## config.mk

```make
export PLATFORM = sky130hd
export DESIGN_NAME = ram_arbiter
export DESIGN_NICKNAME = d
export VERILOG_FILES = /design/src/rtl/ram_arbiter.sv
export SDC_FILE = /design/constraint.sdc
export NUM_CORES = 1
export LEC_CHECK = 0
export ABC_AREA = 1
export CAP_MARGIN = 20
export CORE_ASPECT_RATIO = 1.75
export CORE_MARGIN = 2
export CORE_UTILIZATION = 39
export CTS_BUF_LIST = sky130_fd_sc_hd__clkbuf_16
export DETAILED_ROUTE_END_ITERATION = 6
export GPL_TIMING_DRIVEN = 0
export PLACE_DENSITY = 0.8
export SKIP_LAST_GASP = 1
export SLEW_MARGIN = 10
export SYNTH_ARGS = -nofsm -noshare
export SYNTH_HDL_FRONTEND = slang
export SYNTH_SLANG_ARGS = --single-unit
```

## constraint.sdc

```tcl
create_clock -name clk -period 1.6 [get_ports clk]
set_input_delay 0.48 -clock clk [delete_from_list [all_inputs] [get_ports clk]]
set_output_delay 0.48 -clock clk [all_outputs]
set_load 0.05 [all_outputs]
```

## src/rtl/ram_arbiter.sv

```systemverilog
// ram_arbiter
//   Shares one instruction/data RAM port between the instruction-fetch (IF)
//   requester and the memory-stage (MEM) requester. Each access lasts
//   WAIT_CYCLES cycles and ends with a one-cycle acknowledge carrying the read
//   word. MEM has fixed priority over IF because it holds the older
//   instruction. While any request is waiting, `stall` freezes the pipeline.
//
// Parameters
//   WAIT_CYCLES : RAM access length in cycles. Legal range is 1..15.
//
// Ports
//   clk, rst                 : clock, synchronous active-high reset
//   if_req / if_addr         : IF read request and byte address
//   if_rdata / if_ack        : IF read word and one-cycle completion pulse
//   mem_req / mem_we         : MEM request and write select (1 = write)
//   mem_addr / mem_wdata     : MEM byte address and write data
//   mem_rdata / mem_ack      : MEM read word and one-cycle completion pulse
//   stall                    : pipeline stall (combinational)
//   ram_en / ram_we          : RAM access and write enables
//   ram_addr / ram_wdata     : RAM word address (addr[21:2]) and write data
//   ram_rdata                : RAM read data, valid in the last access cycle

module ram_arbiter #(
  parameter int WAIT_CYCLES = 2
) (
  input  logic        clk,
  input  logic        rst,
  input  logic        if_req,
  input  logic [31:0] if_addr,
  output logic [31:0] if_rdata,
  output logic        if_ack,
  input  logic        mem_req,
  input  logic        mem_we,
  input  logic [31:0] mem_addr,
  input  logic [31:0] mem_wdata,
  output logic [31:0] mem_rdata,
  output logic        mem_ack,
  output logic        stall,
  output logic        ram_en,
  output logic        ram_we,
  output logic [19:0] ram_addr,
  output logic [31:0] ram_wdata,
  input  logic [31:0] ram_rdata
);

  typedef enum logic [1:0] {
    IDLE     = 2'd0,
    BUSY_MEM = 2'd1,
    BUSY_IF  = 2'd2
  } state_t;

  localparam logic [3:0] LAST_CNT = 4'(WAIT_CYCLES - 1);

  state_t     state;
  logic [3:0] cnt;

  // A requester still holding req during its own ack cycle is not a candidate,
  // otherwise the same request would be served twice.
  logic mem_cand;
  logic if_cand;

  assign mem_cand = mem_req & ~mem_ack;
  assign if_cand  = if_req & ~if_ack;
  assign stall    = if_cand | mem_cand;

  // Address bits outside the 1M-word RAM window and the byte offset are
  // intentionally ignored.
  logic unused_addr_bits;
  assign unused_addr_bits = ^{if_addr[31:22], if_addr[1:0],
                              mem_addr[31:22], mem_addr[1:0]};

  always_ff @(posedge clk) begin
    if (rst) begin
      state     <= IDLE;
      cnt       <= 4'd0;
      if_ack    <= 1'b0;
      mem_ack   <= 1'b0;
      if_rdata  <= 32'd0;
      mem_rdata <= 32'd0;
      ram_en    <= 1'b0;
      ram_we    <= 1'b0;
      ram_addr  <= 20'd0;
      ram_wdata <= 32'd0;
    end else begin
      case (state)
        IDLE: begin
          // Acks live for exactly the first IDLE cycle after an access.
          if_ack  <= 1'b0;
          mem_ack <= 1'b0;
          if (mem_cand) begin
            ram_addr  <= mem_addr[21:2];
            ram_wdata <= mem_wdata;
            ram_we    <= mem_we;
            ram_en    <= 1'b1;
            cnt       <= 4'd0;
            state     <= BUSY_MEM;
          end else if (if_cand) begin
            ram_addr <= if_addr[21:2];
            ram_we   <= 1'b0;
            ram_en   <= 1'b1;
            cnt      <= 4'd0;
            state    <= BUSY_IF;
          end
        end

        BUSY_MEM, BUSY_IF: begin
          cnt <= cnt + 4'd1;
          if (cnt == LAST_CNT) begin
            // Last busy cycle: ram_rdata is valid now, capture it for reads.
            if (state == BUSY_MEM) begin
              mem_ack <= 1'b1;
              if (!ram_we) begin
                mem_rdata <= ram_rdata;
              end
            end else begin
              if_ack   <= 1'b1;
              if_rdata <= ram_rdata;
            end
            ram_en <= 1'b0;
            ram_we <= 1'b0;
            state  <= IDLE;
          end
        end

        default: begin
          state  <= IDLE;
          ram_en <= 1'b0;
          ram_we <= 1'b0;
        end
      endcase
    end
  end

endmodule

```

==> run_results.csv <==
group,metric,value,unit
clock_network,clock-sinks,126,
synthesis,synth_warnings,0,
synthesis,syn_area,4810,sq um
detailed_routing,vias_per_cell,4.60,
run,drv_cap,0,
layout,fin_util,0.626,
hold_path,hp-class,"input port to flop",
floorplanning,fp.dieH,151,um
clock_network,cts_inserted_buffers,17,
floorplanning,fp-row-count,53,
synthesis,syn_inst,650,
global_routing,overflow,0,
worst_setup_path,reg2reg_slack,0.08,ns
power,clock_power_share,0.318,
timing,fin_crit_sh,1.01,
synthesis,synthDistinctLibCells,22,
worst_setup_path,end_kind,"output port",
outcome,violations,"setup timing",
power,vdd_ir_drop_max,1.13,mV
layout,nFillCells,1095,
placement,io_buffers,228,
power,switching_share,0.405,
clock_network,cts_max_level,4,
timing,finalSetupViolations,1,
worst_setup_path,cp-start-kind,"flop",
clock_network,ctsLongestPathBuffers,2,
worst_setup_path,required,1.12,ns
floorplanning,fp.coreArea,12000,sq um
layout,final-seq-area,2530,sq um
layout,nets,1040,
clock_network,insertion_delay,0.41,ns
clock_network,cts_tree,"built",
synthesis,syn-num-nets,789,
power,total_power,14.1,mW
layout,drive_above_1_share,0.236,
global_routing,grt_pass1_vias,4825,
timing,tightest_slew,0.498,ns
floorplanning,die_area,13300,sq um
worst_setup_path,path_max_fanout,7,
timing,clock.fmax,621,MHz
global_routing,antenna_found_initial,0,
power,combinationalPowerShare,0.391,
power,p_per_area,1880,nW/um^2
floorplanning,initial_utilization,0.401,
timing,final-hold-violation-count,0,
clock_network,cts_hold_buf,0,
power,power_leakage,3.58,nW
worst_setup_path,path_class,"flop to output port",
global_routing,grt_usage,0.229,
layout,syn_to_final_growth,56.3,%
timing,finalCriticalPeriod,1.61,ns
detailed_routing,finalWirelength,15100,um
timing,worst_hold_slack,0.395,ns
detailed_routing,wire_per_inst,13.9,um
timing,grt_setup_unrepaired,"yes",
detailed_routing,post-route-drc-count,0,
synthesis,synth_seq_cells,126,
clock_network,clkSlewWorstSetupHoldPaths,0.06,ns
clock_network,cts_root_buf,"clkbuf_16",
power,share_seq_of_total_power,0.291,
floorplanning,die_x,88.0,um
timing,setup_tns,-0.00973,ns
layout,multi_input_area,2060,sq um
layout,n_antenna_cell,0,
synthesis,syn_area_per_cell,7.40,sq um
detailed_routing,drtAntennaViolNets,0,
detailed_routing,dr.first_iter.drc_count,175,
global_routing,grt_first_pass_wirelength,23600,um
outcome,status,"complete, but fails checks",
floorplanning,pin_count,254,
detailed_routing,num_vias,4961,
timing,final.setup_skew,0.00911,ns
placement,place_area,7300,sq um
timing,slew_headroom,0.668,
detailed_routing,first_pass_iters,4,
synthesis,synth_seq_area_share,0.524,
placement,gp_congestion,0.790,
global_routing,grt_start_max_net_pins,17,
timing,worst_slack,-0.00973,ns
timing,slew_violations,0,
placement,hpwl,11200,um
layout,fin_area,7520,sq um
layout,fin_cells,1079,
placement,pre_cts_slack,-0.864,ns
power,internal_power,8.40,mW
worst_setup_path,arrival,1.13,ns
placement,place_inst,1043,
power,power.switching,5.72,mW
[cell type report]
type                       instances  share of cell area
inverter                          18             0.00932
buffer                            40              0.0318
timing repair buffer             232               0.229
clock inverter                    15              0.0355
clock buffer                      17              0.0566
tap                              165              0.0275
multi-input combinational        466               0.274
sequential                       126               0.337
[cells by family after synthesis]
kind of cell	count (synthesis)	synth area share
flops	126	0.524
simple gates	332	0.270
fa+ha+maj	6	0.0156
compound gates	128	0.133
buf+inv	58	0.0572
[registers in the layout, summed over array words and instances (netlist names), 2 cells and up]
| name | cells |
|---|---|
| cnt | 4 |
| state | 2 |
| ram_wdata | 32 |
| ram_addr | 20 |
| if_rdata | 32 |
| mem_rdata | 32 |
[repair_timing]
item                       in CTS  in global routing
pin swaps                       2                  3
setup endpoints to repair     155                143
buffers inserted                1                  3
gates cloned                    0                  0
gates resized for setup       554                 96
[layer usage]
layer  GRT usage  wire (um)
met5           0          0
met2       0.418       8050
met3      0.0736        989
met1       0.237       5540
met4      0.0915        473
[worst paths after layout]
path	start	to	cells past startpoint
setup / recovery	mem_ack$_SDFFE_PP0P_	stall	4
hold / removal	rst	if_ack$_SDFFE_PP0P_	2
setup reg to reg	cnt[1]$_SDFFE_PP0P_	mem_rdata[28]$_SDFFE_PP0P_	9
hold reg to reg	ram_addr[18]$_SDFFE_PP0P_	ram_addr[18]$_SDFFE_PP0P_	2
[worst max-delay path: stages, from the launching register on]
cell	delay [ns]
dfxtp_2	0.34
inv_2	0.05
nand2_4	0.10
nand2_2	0.08
buf_8	0.15
[cell usage in the layout, fill, tap and decap left out, drive strengths merged, types with 2 or more instances in the layout]
master           n
a21oi           30
clkbuf          29
clkdlybuf4s50  105
ha               6
o21ai           98
nor2           197
nand4            2
inv             21
nand3           10
bufinv           7
buf            153
dfxtp          126
nand2          121
clkinv           5
[power groups by stage]
| stage | registers [mW] | logic (mW) | clock network (mW) |
|---|---|---|---|
| floorplan | 6.29 | 1.75 | 0 |
| global placement | 4.16 | 5.86 | 0 |
| detailed placement | 4.18 | 5.90 | 0 |
| CTS | 4.12 | 5.56 | 4.57 |
| global route | 4.20 | 5.96 | 4.70 |
| finish | 4.12 | 5.52 | 4.49 |
[cell usage after synthesis]
master    number  area, sq um
nor2_1       195          732
nand3_1        9         45.0
nand2_1      118          443
nand2_4        1         11.3
clkbuf_2       1         5.00
ha_1           6         75.1
nor2_4         1         11.3
clkbuf_1      10         37.5
nand3_2        1         10.0
buf_4          8         60.1
dfxtp_1      126         2520
inv_1         10         37.5
o21ai_0       90          450
inv_2          8         30.0
nand3b_1       1         7.51
a21oi_1       30          150
nand2_2        2         12.5
nand4_1        2         12.5
buf_2         21          105
o21ai_1        8         40.0
nor2_2         1         6.26
or2_2          1         6.26
(Power assumes the default switching activity.)
